[config.mk]
export PLATFORM = sky130hd
export DESIGN_NAME = h14tx_tmds_multi_encoder
export DESIGN_NICKNAME = d
export VERILOG_FILES = /design/src/rtl/h14tx_tmds_multi_encoder.sv
export SDC_FILE = /design/constraint.sdc
export NUM_CORES = 1
export LEC_CHECK = 0
export ABC_AREA = 1
export CORE_UTILIZATION = 60
export CTS_BUF_LIST = sky130_fd_sc_hd__clkbuf_8
export CTS_CLUSTER_SIZE = 16
export DETAILED_ROUTE_END_ITERATION = 10
export MAX_ROUTING_LAYER = met4
export PLACE_DENSITY = 0.83
export SLEW_MARGIN = 20
export SYNTH_ARGS = -nofsm -noshare
export SYNTH_HDL_FRONTEND = slang
export SYNTH_SLANG_ARGS = --single-unit
[constraint.sdc]
create_clock -name clk -period 15.05 [get_ports clk]
set_clock_uncertainty 0.2 [all_clocks]
set_input_delay 2.2575 -clock clk [delete_from_list [all_inputs] [get_ports clk]]
set_output_delay 2.2575 -clock clk [all_outputs]
set_load 0.03 [all_outputs]
[src/rtl/h14tx_tmds_multi_encoder.sv]
// Multi-lane HDMI 1.4 TMDS symbol encoder: video 8b10b with running disparity, control, TERC4
// and guard bands, behind a registered input stage and a PIPE-deep output pipeline.
module h14tx_tmds_multi_encoder #(
    parameter int unsigned CHANNELS = 3,
    parameter int unsigned PIPE     = 1
) (
    input  logic                     clk,
    input  logic                     rst,
    input  logic                     in_valid,
    input  logic [2:0]               mode,
    input  logic [8*CHANNELS-1:0]    video,
    input  logic [2*CHANNELS-1:0]    ctrl,
    input  logic [4*CHANNELS-1:0]    terc,
    output logic [10*CHANNELS-1:0]   symbol,
    output logic                     out_valid
);

    typedef enum logic [2:0] {
        ModeCtrl  = 3'd0,
        ModeVideo = 3'd1,
        ModeTerc  = 3'd2,
        ModeVgb   = 3'd3,
        ModeDgb   = 3'd4
    } mode_e;

    localparam logic [9:0] SymCtrl00 = 10'b1101010100;
    localparam logic [9:0] SymGbA    = 10'b1011001100;
    localparam logic [9:0] SymGbB    = 10'b0100110011;
    localparam int unsigned SymW     = 10 * CHANNELS;

    function automatic logic [9:0] ctrl_sym(input logic [1:0] c);
        logic [9:0] s;
        case (c)
            2'b00:   s = 10'b1101010100;
            2'b01:   s = 10'b0010101011;
            2'b10:   s = 10'b0101010100;
            default: s = 10'b1010101011;
        endcase
        return s;
    endfunction

    function automatic logic [9:0] terc4_sym(input logic [3:0] n);
        logic [9:0] s;
        case (n)
            4'h0:    s = 10'b1010011100;
            4'h1:    s = 10'b1001100011;
            4'h2:    s = 10'b1011100100;
            4'h3:    s = 10'b1011100010;
            4'h4:    s = 10'b0101110001;
            4'h5:    s = 10'b0100011110;
            4'h6:    s = 10'b0110001110;
            4'h7:    s = 10'b0100111100;
            4'h8:    s = 10'b1011001100;
            4'h9:    s = 10'b0100111001;
            4'hA:    s = 10'b0110011100;
            4'hB:    s = 10'b1011000111;
            4'hC:    s = 10'b1010001110;
            4'hD:    s = 10'b1001110001;
            4'hE:    s = 10'b0101100011;
            default: s = 10'b1011000011;
        endcase
        return s;
    endfunction

    // Returns {next disparity, symbol}; disparity is kept in 6 bits so the update never wraps.
    function automatic logic [14:0] video_enc(input logic [7:0] d, input logic signed [4:0] cnt);
        logic [3:0]        n1_in;
        logic [3:0]        n1_qm;
        logic              use_xnor;
        logic [8:0]        qm;
        logic signed [5:0] diff;
        logic signed [5:0] acc;
        logic [9:0]        sym;
        n1_in = '0;
        for (int i = 0; i < 8; i++) begin
            n1_in = n1_in + {3'b000, d[i]};
        end
        use_xnor = (n1_in > 4'd4) || ((n1_in == 4'd4) && !d[0]);
        qm    = '0;
        qm[0] = d[0];
        for (int i = 1; i < 8; i++) begin
            qm[i] = use_xnor ? ~(qm[i-1] ^ d[i]) : (qm[i-1] ^ d[i]);
        end
        qm[8] = ~use_xnor;
        n1_qm = '0;
        for (int i = 0; i < 8; i++) begin
            n1_qm = n1_qm + {3'b000, qm[i]};
        end
        // diff = N1 - N0 of q_m[7:0]
        diff = $signed({1'b0, n1_qm, 1'b0}) - 6'sd8;
        acc  = {cnt[4], cnt};
        if ((cnt == 5'sd0) || (diff == 6'sd0)) begin
            sym = {~qm[8], qm[8], (qm[8] ? qm[7:0] : ~qm[7:0])};
            acc = qm[8] ? (acc + diff) : (acc - diff);
        end else if ((!cnt[4] && (diff > 6'sd0)) || (cnt[4] && (diff < 6'sd0))) begin
            sym = {1'b1, qm[8], ~qm[7:0]};
            acc = acc - diff + (qm[8] ? 6'sd2 : 6'sd0);
        end else begin
            sym = {1'b0, qm[8], qm[7:0]};
            acc = acc + diff - (qm[8] ? 6'sd0 : 6'sd2);
        end
        return {acc[4:0], sym};
    endfunction

    // Stage 0: registered slot
    logic                    s0_valid_q, s0_valid_d;
    logic [2:0]              s0_mode_q, s0_mode_d;
    logic [8*CHANNELS-1:0]   s0_video_q, s0_video_d;
    logic [2*CHANNELS-1:0]   s0_ctrl_q, s0_ctrl_d;
    logic [4*CHANNELS-1:0]   s0_terc_q, s0_terc_d;

    logic signed [4:0]       cnt_q [CHANNELS];
    logic signed [4:0]       cnt_d [CHANNELS];

    logic [SymW-1:0]         sym_s0;
    logic [14:0]             venc;
    logic [9:0]              lane_sym;

    logic [SymW-1:0]         pipe_sym_q [PIPE];
    logic [SymW-1:0]         pipe_sym_d [PIPE];
    logic [PIPE-1:0]         pipe_vld_q, pipe_vld_d;

    always_comb begin
        s0_valid_d = in_valid;
        s0_mode_d  = mode;
        s0_video_d = video;
        s0_ctrl_d  = ctrl;
        s0_terc_d  = terc;
    end

    always_comb begin
        sym_s0   = '0;
        venc     = '0;
        lane_sym = SymCtrl00;
        for (int c = 0; c < CHANNELS; c++) begin
            venc     = video_enc(s0_video_q[c*8 +: 8], cnt_q[c]);
            cnt_d[c] = cnt_q[c];
            case (s0_mode_q)
                ModeVideo: lane_sym = venc[9:0];
                ModeTerc:  lane_sym = terc4_sym(s0_terc_q[c*4 +: 4]);
                ModeVgb:   lane_sym = ((c % 3) == 1) ? SymGbB : SymGbA;
                ModeDgb:   lane_sym = (c == 0) ? terc4_sym(s0_terc_q[3:0]) : SymGbB;
                default:   lane_sym = ctrl_sym(s0_ctrl_q[c*2 +: 2]);
            endcase
            // Any non-video slot rebalances every lane for the next video period
            if (s0_valid_q) begin
                cnt_d[c] = (s0_mode_q == ModeVideo) ? venc[14:10] : 5'sd0;
            end
            sym_s0[c*10 +: 10] = lane_sym;
        end
    end

    // Pipeline stages only load on valid so the output holds its last symbol through idle slots
    always_comb begin
        pipe_vld_d = '0;
        for (int k = 0; k < PIPE; k++) begin
            pipe_sym_d[k] = pipe_sym_q[k];
        end
        pipe_vld_d[0] = s0_valid_q;
        if (s0_valid_q) begin
            pipe_sym_d[0] = sym_s0;
        end
        for (int k = 1; k < PIPE; k++) begin
            pipe_vld_d[k] = pipe_vld_q[k-1];
            if (pipe_vld_q[k-1]) begin
                pipe_sym_d[k] = pipe_sym_q[k-1];
            end
        end
    end

    always_ff @(posedge clk) begin
        if (rst) begin
            s0_valid_q <= 1'b0;
            s0_mode_q  <= '0;
            s0_video_q <= '0;
            s0_ctrl_q  <= '0;
            s0_terc_q  <= '0;
            for (int c = 0; c < CHANNELS; c++) begin
                cnt_q[c] <= 5'sd0;
            end
            pipe_vld_q <= '0;
            for (int k = 0; k < PIPE; k++) begin
                pipe_sym_q[k] <= {CHANNELS{SymCtrl00}};
            end
        end else begin
            s0_valid_q <= s0_valid_d;
            s0_mode_q  <= s0_mode_d;
            s0_video_q <= s0_video_d;
            s0_ctrl_q  <= s0_ctrl_d;
            s0_terc_q  <= s0_terc_d;
            for (int c = 0; c < CHANNELS; c++) begin
                cnt_q[c] <= cnt_d[c];
            end
            pipe_vld_q <= pipe_vld_d;
            for (int k = 0; k < PIPE; k++) begin
                pipe_sym_q[k] <= pipe_sym_d[k];
            end
        end
    end

    assign symbol    = pipe_sym_q[PIPE-1];
    assign out_valid = pipe_vld_q[PIPE-1];

endmodule

==> run metrics <==
multi-input logic area=5230 um2; DRT antenna net count=0; count of final hold-check violations=0; ys async rst share=0%; startpoint types=register; worst vdd ir=0.0000921 V; PD cells=188 nW/um2; proportion of layout cells with a drive suffix above 1=8.88%; H-tree levels=3; Die Width=119 um; num ports=79; routability cong.=0.955; diode count=0; share of total power in the clock network=9.8%; worst slew pin tran=0.819 ns; drt drc=0; reg2reg setup slack=7.25 ns; Hold Worst Slack=0.281 ns; first-pass GRT wire length=32.4 mm; total CTS buffers=9; Leak=4.63 nW; post-synthesis sequential area ratio=26.0%; Reg area=2140 um2; vias in the first global route=7,034; # resized after CTS=0; CP Capture Type=register; post-layout util=70.2%; Critical Path Source=s0_video_q[8]; clock period minus worst slack=7.80 ns; core area=13,300 um2; WS Path Type=reg -> reg; standard-cell rows=42; outcome=complete, no violations; Post-Syn Nets=1,296; Initial Util=61.8%; max-cap viol count=0; CP Data Arrival Time=7.89 ns; fillers=1,098; global route total overflow=0; DR vias=7,356; worst hold path type=reg -> reg; Rel. slew slack=45.4%; Post-Syn Area=8250 um2; DPL Wire Length=14.9 mm; detailed-route vias per instance=5.33; Initial DRC Count=672; final net count=1,365; die area=14,200 um2; register share of total power=18.3%; final setup violating endpoints=0; Routed WL=18.8 mm; Netlist cell types=42; switching share of power=51.1%; Worst R2R Start=s0_video_q[8]; crit path capture=pipe_sym_q[0][10]; reg2reg path depth=27; IO buf count=78; RSZ-0062 raised after global routing=no; clock sinks=107; Yosys Warn Count=0; GRT Total Usage=29.0%; WP data required=15.15 ns; antenna violations before repair=0; Wirelength per Cell=13.6 um; # Post-CTS Setup Buffers=0; NetSw=0.000898 W; Final Max Slew Viols=0; worst skew pair latency=0.40 ns; CTS root buf=clkbuf_8; Syn Inst Count=1,131; DRT Pass-1 Iters=5; Achievable Freq=128 MHz; Final TNS setup=0 ns; synthesized area per cell=7.30 um2; reg-to-reg endpoint=pipe_sym_q[0][10]; Yosys reg bits=107; clk slew on worst S/H paths=0.11 ns; area grow syn2layout=13.5%; logic gate share of total power=71.9%; hold_buf cts=0; largest net degree at the start of global routing=77; Post-synth EDFFs=0; TritonCTS clock tree=built; CTS Buffer Depth=2; Int Power=0.000860 W; period utilization=51.8%; Main synth FF type=dfxtp_1; die height=119 um; crit path max fanout=11
==> per-layer routing <==
layer	vias to the layer above	routed length (um)	track usage, %
met5	-	0	-
met4	0	447	10.2
met3	36	908	3.16
met2	203	8520	45.8
met1	3353	8910	38.6
li1	3764	-	-
==> synth_stat cells, types with 10 or more instances <==
master,n,area share (%)
a21oi_1,76,4.6
a31oi_1,12,0.91
clkbuf_1,21,0.96
dfxtp_1,107,26
fa_1,30,7.3
ha_1,87,13
inv_1,188,8.5
inv_2,18,0.82
nand2_1,192,8.7
nand2_2,29,2.2
nand3_1,82,5.0
nand3_2,11,1.3
nor2_1,90,4.1
o211ai_1,23,2.1
o21ai_0,56,3.4
o21ai_1,10,0.61
xor2_1,27,2.9
==> final cells by class <==
type / count / area share [%]
inverter: 209 / 8.37
tap: 176 / 2.35
clock buffer: 9 / 1.32
multi-input combinational: 790 / 55.8
clock inverter: 7 / 0.641
sequential: 107 / 22.9
timing repair buffer: 83 / 8.68
==> stage by stage <==
stage               setup slack, ns  total power [W]  instances  area [um2]
floorplan                      7.90          0.00132       1131        8250
global placement               7.53          0.00153       1365        9190
detailed placement             7.34          0.00158       1365        9190
CTS                            7.30          0.00175       1381        9370
global route                   6.79          0.00194       1381        9370
finish                         7.25          0.00176       1381        9370
==> critical path, cell delays in order (launching register included) <==
cell	delay, ns
dfxtp_1	0.41
inv_2	0.09
fa_1	0.55
fa_1	0.44
fa_1	0.51
inv_1	0.05
ha_1	0.20
fa_1	0.45
o31ai_2	0.28
nand2_2	0.19
xor2_1	0.32
fa_1	0.50
fa_1	0.51
inv_1	0.05
fa_1	0.45
ha_1	0.22
fa_1	0.38
xor2_1	0.23
inv_1	0.10
ha_1	0.20
o21ai_1	0.58
inv_2	0.11
o21ai_2	0.27
a21oi_1	0.09
o21ai_0	0.09
nand3_1	0.09
o211ai_1	0.08
inv_1	0.05
==> cells in the final DEF (no fill, tap or decap), types with 4 or more instances in the layout <==
cell and n:
nor3_1 5, nand3_2 11, clkbuf_8 9, nand3_1 82
buf_4 5, o2111ai_1 7, a31oi_1 12, or2_2 6
inv_2 18, dfxtp_1 107, nand2_1 192, a22oi_1 4
o21ai_1 10, clkdlybuf4s50_1 77, inv_1 189, o21ai_2 5
xnor2_1 8, fa_1 30, o211ai_1 23, a21oi_1 76
ha_1 87, nand2_2 29, nor2_1 90, o221ai_1 4
o21ai_0 56, xor2_1 27
==> kinds of logic (layout without fill, tap and decap cells) <==
family | count (synthesis) | in the layout | share of synthesized area (%)
adders and majority gates | 117 | 117 | 20.5
DFF | 107 | 107 | 26.0
and+or+nand+nor | 426 | 426 | 23.3
buffers and inverters | 234 | 308 | 10.8
muxes | 1 | 1 | 0.182
AOI/OAI and AO/OA | 208 | 208 | 15.0
xor gates and xnor gates | 38 | 38 | 4.31
==> power groups by stage <==
stage / clock network, W / logic, W / registers (W)
after global routing: 0.000185 / 0.00143 / 0.000324
after CTS: 0.000174 / 0.00126 / 0.000321
after global placement: 0 / 0.00121 / 0.000327
after detailed placement: 0 / 0.00125 / 0.000327
final: 0.000172 / 0.00126 / 0.000321
after floorplan: 0 / 0.000986 / 0.000335
==> worst min path at each step <==
stage                     cells after the start                end  slack [ns]               from
final                                         2   pipe_sym_q[0][6]        0.28   pipe_sym_q[0][6]
after global routing                          2  pipe_sym_q[0][28]        0.31  pipe_sym_q[0][28]
after CTS                                     2   pipe_sym_q[0][6]        0.29   pipe_sym_q[0][6]
after detailed placement                      2   pipe_sym_q[0][6]        0.26   pipe_sym_q[0][6]
after global placement                        2  pipe_sym_q[0][28]        0.25  pipe_sym_q[0][28]
after floorplan                               2       cnt_q[0][11]        0.26       cnt_q[0][11]
No activity file was read; power rests on OpenSTA's default activity.
